**src/rtl/mem_arbiter.sv**
```systemverilog
// mem_arbiter: two-port round-robin arbiter in front of a single memory request slot.
//   Port 0 carries icache miss fills and port 1 carries vector loads/stores. Read requests
//   are credit-limited per port. Memory responses are routed back to a port by the tag
//   in access_id[6:5].
// Ports:
//   clk        rising-edge clock
//   reset      asynchronous active-low reset
//   req0/req1  port requests (valid on .vld); grant0/grant1 are combinational accepts
//   mem_req    registered request slot to memory; mem_grant is the memory-side accept
//   mem_rsp    memory response (valid on .vld)
//   rsp0/rsp1  registered responses routed to each port
//   rsp_err    sticky: a response arrived for a port with no outstanding reads

package mem_arbiter_pkg;
    typedef enum logic {READ_REQ = 1'b0, WRITE_REQ = 1'b1} req_type_e;

    typedef struct packed {
        logic        vld;
        req_type_e   rtype;
        logic [6:0]  access_id;
        logic [31:0] addr;
        logic [31:0] data;
    } request_t;
endpackage

module mem_arbiter
    import mem_arbiter_pkg::*;
#(
    parameter int         MAX_OUTSTANDING = 32,
    parameter logic [1:0] ICACHE_ID_TAG   = 2'b01
) (
    input  logic     clk,
    input  logic     reset,
    input  request_t req0,
    output logic     grant0,
    input  request_t req1,
    output logic     grant1,
    output request_t mem_req,
    input  logic     mem_grant,
    input  request_t mem_rsp,
    output request_t rsp0,
    output request_t rsp1,
    output logic     rsp_err
);
    localparam int CW = $clog2(MAX_OUTSTANDING) + 1;
    localparam logic [CW-1:0] MAX_C = CW'(MAX_OUTSTANDING);

    request_t      mem_req_q, mem_req_d;
    request_t      rsp0_q, rsp0_d, rsp1_q, rsp1_d;
    logic [CW-1:0] cnt0_q, cnt0_d, cnt1_q, cnt1_d;
    logic          last_q, last_d;  // 0: port 0 granted last, 1: port 1 granted last
    logic          err_q, err_d;

    logic slot_free, elig0, elig1;
    logic inc0, inc1, rsp_to0, rsp_to1, dec0, dec1;

    // The slot can take a new request when empty or when its current content leaves.
    assign slot_free = !mem_req_q.vld || mem_grant;

    assign elig0 = req0.vld && slot_free && (req0.rtype == WRITE_REQ || cnt0_q < MAX_C);
    assign elig1 = req1.vld && slot_free && (req1.rtype == WRITE_REQ || cnt1_q < MAX_C);

    // Grants are forced low while reset is asserted, so nothing is accepted and then lost.
    assign grant0 = reset && elig0 && (!elig1 || last_q);
    assign grant1 = reset && elig1 && (!elig0 || !last_q);

    assign inc0    = grant0 && req0.rtype == READ_REQ;
    assign inc1    = grant1 && req1.rtype == READ_REQ;
    assign rsp_to0 = mem_rsp.vld && mem_rsp.access_id[6:5] == ICACHE_ID_TAG;
    assign rsp_to1 = mem_rsp.vld && mem_rsp.access_id[6:5] != ICACHE_ID_TAG;
    // A response to an empty counter is flagged and never decrements below zero.
    assign dec0    = rsp_to0 && cnt0_q != '0;
    assign dec1    = rsp_to1 && cnt1_q != '0;

    always_comb begin
        mem_req_d = mem_req_q;
        last_d    = last_q;
        if (grant0) begin
            mem_req_d = req0;
            last_d    = 1'b0;
        end else if (grant1) begin
            mem_req_d = req1;
            last_d    = 1'b1;
        end else if (slot_free) begin
            mem_req_d = '0;
        end

        cnt0_d = cnt0_q;
        if (inc0 && !dec0)      cnt0_d = cnt0_q + 1'b1;
        else if (dec0 && !inc0) cnt0_d = cnt0_q - 1'b1;

        cnt1_d = cnt1_q;
        if (inc1 && !dec1)      cnt1_d = cnt1_q + 1'b1;
        else if (dec1 && !inc1) cnt1_d = cnt1_q - 1'b1;

        err_d = err_q || (rsp_to0 && cnt0_q == '0) || (rsp_to1 && cnt1_q == '0);

        rsp0_d = rsp_to0 ? mem_rsp : '0;
        rsp1_d = rsp_to1 ? mem_rsp : '0;
    end

    always_ff @(posedge clk or negedge reset) begin
        if (!reset) begin
            mem_req_q <= '0;
            rsp0_q    <= '0;
            rsp1_q    <= '0;
            cnt0_q    <= '0;
            cnt1_q    <= '0;
            last_q    <= 1'b1;  // first contested grant goes to port 0
            err_q     <= 1'b0;
        end else begin
            mem_req_q <= mem_req_d;
            rsp0_q    <= rsp0_d;
            rsp1_q    <= rsp1_d;
            cnt0_q    <= cnt0_d;
            cnt1_q    <= cnt1_d;
            last_q    <= last_d;
            err_q     <= err_d;
        end
    end

    assign mem_req = mem_req_q;
    assign rsp0    = rsp0_q;
    assign rsp1    = rsp1_q;
    assign rsp_err = err_q;

endmodule
```
**config.mk**
```make
export PLATFORM = sky130hd
export DESIGN_NAME = mem_arbiter
export DESIGN_NICKNAME = d
export VERILOG_FILES = /design/src/rtl/mem_arbiter.sv
export SDC_FILE = /design/constraint.sdc
export NUM_CORES = 1
export LEC_CHECK = 0
export ABC_AREA = 1
export BUFFER_PORTS_ARGS = -buffer_cell sky130_fd_sc_hd__clkbuf_2
export CAP_MARGIN = 20
export CORE_AREA = 5 5 171 173
export CTS_BUF_LIST = sky130_fd_sc_hd__clkbuf_8 sky130_fd_sc_hd__clkbuf_16
export CTS_CLUSTER_SIZE = 20
export DETAILED_ROUTE_END_ITERATION = 10
export DIE_AREA = 0 0 176 178
export SYNTH_ARGS = -nofsm -noshare
export SYNTH_HDL_FRONTEND = slang
export SYNTH_SLANG_ARGS = --single-unit
```
**constraint.sdc**
```tcl
create_clock -name clk -period 6.3 [get_ports clk]
set_input_delay 1.26 -clock clk [delete_from_list [all_inputs] [get_ports clk]]
set_output_delay 1.26 -clock clk [all_outputs]
set_load 0.03 [all_outputs]
```
==> results of run 1 <==
## cells by family (layout without fill, tap and decap cells)
logic type | count (synthesis) | count (layout) | share of synthesized area, %
other | 1 | 1 | 0.0412
xor gates and xnor gates | 4 | 4 | 0.385
AOI/OAI and AO/OA | 15 | 15 | 0.990
buffers and inverters | 155 | 601 | 7.70
and+or+nand+nor | 515 | 515 | 24.9
adders and majority gates | 12 | 12 | 1.82
DFF | 233 | 233 | 64.1
## state kept, by name (all words and copies together), names as in the netlist
name	cells
rsp1	73
rsp_err	1
last_q	1
cnt0_q	6
mem_req	73
cnt1_q	6
rsp0	73
## cells in the final DEF (no fill, tap or decap), types with 9 or more instances in the layout
cell type    n
nand3_1     85
nand2_2     12
dfrtp_1    232
clkbuf_2   442
nor2_1     156
buf_4        9
ha_1        10
clkbuf_16   25
inv_1      107
nand4_1     73
nand2_1    183
## how the worst max path moves through the flow
stage	start	endpoint	depth (start not counted)
CTS	reset	grant1	6
detailed placement	reset	grant1	6
global route	reset	grant1	6
global placement	reset	grant1	6
floorplan	mem_grant	grant0	6
finish	reset	grant1	6
## Yosys cell counts
cell      instances  area, sq um
dfrtp_1         232         5810
nand2_1         183          687
nor2_1          156          586
inv_1            99          372
nand3_1          86          430
nand4_1          73          457
clkbuf_1         30          113
buf_6            14          158
nand2_2          12         75.1
ha_1             10          125
a21oi_1           7         35.0
buf_2             7         35.0
o21ai_0           5         25.0
xnor2_1           4         35.0
inv_2             3         11.3
fa_1              2         40.0
nor3_1            2         10.0
a21oi_2           1         8.76
a21oi_4           1         16.3
buf_1             1         3.75
conb_1            1         3.75
dfstp_2           1         26.3
inv_6             1         8.76
nand2_4           1         11.3
o21ai_1           1         5.00
or2_1             1         6.26
or2_2             1         6.26
## power groups by stage
stage	logic [W]	clock network [W]	registers, W
final	0.00113	0.00147	0.00178
after floorplan	0.000506	0	0.00206
after global placement	0.00112	0	0.00181
after CTS	0.00115	0.00151	0.00179
after detailed placement	0.00114	0	0.00181
after global routing	0.00126	0.00157	0.00181
## area by class of cell
class	instances	area [sq um]	area share [%]
Sequential cell	233	5830	47.2
Multi-Input combinational cell	547	2570	20.8
Timing Repair Buffer	452	2290	18.6
Clock buffer	31	708	5.73
Tap cell	346	433	3.50
Inverter	103	392	3.17
Clock inverter	15	130	1.05
## routing by layer
metal / share of wire [%] / up-vias
met4: 2.9 / 2
met5: 0.024 / -
met3: 11 / 47
met2: 49 / 349
met1: 37 / 3718
li1: - / 3800
## worst reg2reg max path: cells and delay by family, from the launching register on
family,cells,cell delay (ps)
AO/OA/AOI/OAI,1,90
flip-flops,1,410
adder cells (fa/ha/maj),2,570
buffers and inverters,3,340
AND/OR/NAND/NOR,10,890
## metrics by stage
stage / hold WS (ps) / area (sq um) / total power, W / instances
floorplan: 470 / 9090 / 0.00257 / 935
global placement: 443 / 11500 / 0.00293 / 1681
detailed placement: 451 / 11500 / 0.00295 / 1681
CTS: 465 / 12400 / 0.00444 / 1727
global route: 511 / 12400 / 0.00464 / 1727
finish: 458 / 12400 / 0.00439 / 1727
==> flow_metrics.tcl, run 1 <==
set metrics [dict create \
    fin_ws_ps 2310 \
    syn_inst 935 \
    r2r-end "cnt1_q[5]$_DFFE_PN0P_" \
    hold_path_end "rsp_err$_DFF_PN0_" \
    antenna_found_initial 1 \
    p_switching_w 0.00151 \
    clock.fmax_mhz 251 \
    critPathRequiredTime_ps 5040 \
    syn_nets 1169 \
    report.final.slew_viol_count 0 \
    grt_util_met1_pct 20.9 \
    place_congestion 0.805 \
    netlist_area_sq_um 9090 \
    avgRoutedWirePerCell_um 16.9 \
    p_leak_nw 7.25 \
    powerDensity_nw_per_um2 355 \
    rows 61 \
    crit_path_start_kind "input pin" \
    io_buffer_count 443 \
    detail-route-antenna-nets 0 \
    max_stage_delay_ps 410 \
    min_period_ps 3990 \
    slew_headroom_pct 39.7 \
    p_comb_share_pct 25.8 \
    io_pins 444 \
    crit_fanout 73 \
    fin_crit_sh_pct 63.3 \
    cts_resized 0 \
    path_clk_slew_ps 60 \
    gr-total-overflow 0 \
    first_iter_violations 517 \
    rsz0062_at_grt "false" \
    worst-r2r-cell-count 16 \
    yosysUniqueCellTypes 27 \
    initial_core_util_pct 33.1 \
    drc_errors 0 \
    crit_arrival_ps 2730 \
    path_cells "buf_8 -> nand2_1 -> nor2_1 -> nand2_2 -> inv_6 -> clkbuf_2" \
    layout-drive-gt1-share_pct 37.1 \
    syn_avg_cell_area_sq_um 9.73 \
    grt_max_degree 84 \
    setup_violations 0 \
    drv_cap 0 \
    track_usage_pct 17.9 \
    clk_latency_ps 530 \
    cell_internal_pwr_w 0.00288 \
    h-tree-depth 1 \
    critical_path_class "in -> out" \
    cts_root_buf "clkbuf_16" \
    antenna_cells 0 \
    via_per_inst 4.58 \
    cts_tree "built" \
    die_h_um 178 \
    tightest_slew_ps 904 \
    cp_slowest_cell "inv_6" \
    critical_path.top_delay_family "buffers and inverters" \
    area_growth_pct 35.9 \
    crit_buf_inv 3 \
    fill_cells 2678 \
    ys_ff_latch 233 \
    final.setup.tns_ps 0 \
    reg2reg_from "cnt1_q[5]$_DFFE_PN0P_" \
    busiest_layer "met2" \
    core_sq_um 27500 \
    holdPathStages 2 \
    dieArea_sq_um 31300 \
    finalHoldViolCount 0 \
    p_clk_share_pct 33.5 \
    use_met3_pct 7.63 \
    status "complete, no violations" \
    final_core_util_pct 45.0 \
    die_width_um 176 \
    end_kind "output pin" \
    grt_pass1_wl_um 45000 \
    dr_total_vias 7916 \
    dp.final_hpwl_um 21300 \
    nNetsFinal 1596 \
    min_path_type "reg -> reg" \
    cts_buffer_depth 3 \
    dp_slack_ps 2320 \
    r2r_slack_ps 3920 \
    first_pass_iters 5 \
    grt_pass1_vias 8259 \
    switching_share_pct 34.4 \
    gr-usage-met2_pct 30.5 \
    numClockSinks 233 \
    post_cts_buffers 0 \
    ys_seq_area_share_pct 64.1 \
    hp-start "rsp_err$_DFF_PN0_" \
    p_seq_share_pct 40.6 \
    routed_wirelength_um 29200 \
    worst_clock_skew_ps 9.59 \
    postCtsHoldBufs 0 \
    yosysWarnings 0 \
    cts-buffers-inserted 25 \
    ir_worst_vdd_mv 0.239 \
]
Power figures use the tool's default switching activity.
==> inputs of run 2 (changes only) <==
- clock period: 6.3 -> 3.3 ns (I/O delays scaled with it)
==> run 2 against run 1 <==
Effect of this change: critical path depth unchanged; non-clock buffer count is 1 higher; routed wire length is 0.36% higher.
==> flow_metrics.tcl, run 2 (synthesized netlist as in run 1, its figures left out) <==
set metrics [dict create \
    numClockSinks 233 \
    postCtsHoldBufs 0 \
    drv_cap 0 \
    cts_tree "built" \
    area_growth_pct 37.1 \
    cts_buffer_depth 3 \
    critPathRequiredTime_ps 2640 \
    layout_commonest_cell "clkbuf_2" \
    critical_path_class "reg -> out" \
    cts_root_buf "clkbuf_16" \
    finalHoldViolCount 0 \
    path_cells "inv_1 -> o21ai_0 -> nor2_1 -> nand2_2 -> inv_6 -> clkbuf_2" \
    detail-route-antenna-nets 0 \
    layout-drive-gt1-share_pct 37.5 \
    antenna_found_initial 0 \
    clock.fmax_mhz 396 \
    gr-total-overflow 0 \
    critical_path.top_delay_family "buffers and inverters" \
    p_switching_w 0.00290 \
    placed_cell_area_sq_um 11600 \
    cell_internal_pwr_w 0.00573 \
    dieArea_sq_um 31300 \
    status "complete, no violations" \
    dp.final_hpwl_um 21100 \
    end_kind "output pin" \
    dp.cells 1682 \
    crit_buf_inv 3 \
    crit_fanout 25 \
    min_path_type "in -> async" \
    antenna_cells 0 \
    rsz0062_at_grt "false" \
    via_per_inst 4.69 \
    rows 61 \
    fin_crit_sh_pct 76.5 \
    grt_max_degree 187 \
    max_stage_delay_ps 410 \
    switching_share_pct 33.6 \
    initial_core_util_pct 33.1 \
    p_leak_nw 7.29 \
    h-tree-depth 1 \
    setup_violations 0 \
    path_clk_slew_ps 50 \
    crit_path_start_kind "flop" \
    core_sq_um 27500 \
    io_buffer_count 443 \
    routed_wirelength_um 29300 \
    slew_headroom_pct 31.7 \
    min_period_ps 2530 \
    p_comb_share_pct 25.0 \
    place_congestion 0.816 \
    stdcell_count 1729 \
    first_pass_iters 4 \
    tightest_slew_ps 1030 \
    grt_pass1_vias 8267 \
    nNetsFinal 1598 \
    cts_resized 0 \
    die_width_um 176 \
    drc_errors 0 \
    p_clk_share_pct 35.4 \
    cp_slowest_cell "dfrtp_1" \
    grt_pass1_wl_um 44900 \
    p_seq_share_pct 39.5 \
    worst_clock_skew_ps 16.6 \
    io_pins 444 \
    post_cts_buffers 0 \
    crit_arrival_ps 1870 \
    clk_latency_ps 530 \
    report.final.slew_viol_count 0 \
    dr_total_vias 8103 \
    mostFrequentLayoutCells "442 x clkbuf_2, 232 x dfrtp_1, 183 x nand2_1" \
    die_h_um 178 \
    first_iter_violations 538 \
    cts-buffers-inserted 26 \
    design_area_sq_um 12500 \
    final.setup.tns_ps 0 \
    track_usage_pct 17.8 \
    avgRoutedWirePerCell_um 17.0 \
    ir_worst_vdd_mv 0.472 \
    powerDensity_nw_per_um2 692 \
]
## run 2: metrics by stage
| stage | util (%) | worst slack, ps | total power, W | hold WS, ps |
|---|---|---|---|---|
| after CTS | 45.4 | 749 | 0.00874 | 252 |
| final | 45.4 | 774 | 0.00863 | 251 |
| after detailed placement | 42.0 | 579 | 0.00563 | 454 |
| after global placement | 42.0 | 649 | 0.00560 | 450 |
| after floorplan | - | 763 | 0.00490 | 364 |
| after global routing | 45.4 | 623 | 0.00913 | 268 |
## run 2: final cells by class
class / instances / area [sq um]
inverters: 103 / 392
repair buffers: 453 / 2330
flip-flops and latches: 233 / 5830
clock buffers: 29 / 692
clock inverters: 18 / 223
fillers: 2699 / 15000
well taps: 346 / 433
multi-input cells: 547 / 2570
## run 2: worst paths after layout
kind,startpoint,end,slack [ps],cells past startpoint
min in group clk,req1[42],mem_req[42]$_DFFE_PN0P_,330,3
worst min-delay path,reset,mem_req[72]$_DFFE_PN0P_,250,2
worst min register to register,rsp_err$_DFF_PN0_,rsp_err$_DFF_PN0_,470,2
worst max register to register,mem_req[72]$_DFFE_PN0P_,cnt0_q[5]$_DFFE_PN0P_,1010,16
max in group asynchronous,reset,mem_req[49]$_DFFE_PN0P_,1880,3
worst max-delay path,cnt1_q[5]$_DFFE_PN0P_,grant1,770,6
## run 2: routing by layer
| layer | part of all wire, % | up-vias | GRT usage, % |
|---|---|---|---|
| li1 | - | 3806 | - |
| met4 | 2.4 | 0 | 4.58 |
| met3 | 12 | 49 | 7.50 |
| met2 | 48 | 378 | 29.9 |
| met5 | 0 | - | 0 |
| met1 | 38 | 3870 | 21.3 |
## run 2: worst reg2reg max path: stages (launching register included)
cell     delay (ps)
dfrtp_1         410
nand2_4         110
nand2_2          70
a21oi_4         110
nand3_1         150
nor2_1          180
ha_1            210
inv_1           120
ha_1            330
inv_1            60
nand2_1          70
nand3_1         110
nand2_1          60
nand2_1          50
nand2_1          40
nand2_1          50
nand2_1          50
## run 2: power groups by stage
stage | sequential, W | combinational (W) | clock (W)
final | 0.00341 | 0.00216 | 0.00306
after global routing | 0.00346 | 0.00238 | 0.00329
after floorplan | 0.00394 | 0.000966 | 0
after detailed placement | 0.00346 | 0.00217 | 0
after global placement | 0.00346 | 0.00215 | 0
after CTS | 0.00342 | 0.00218 | 0.00315
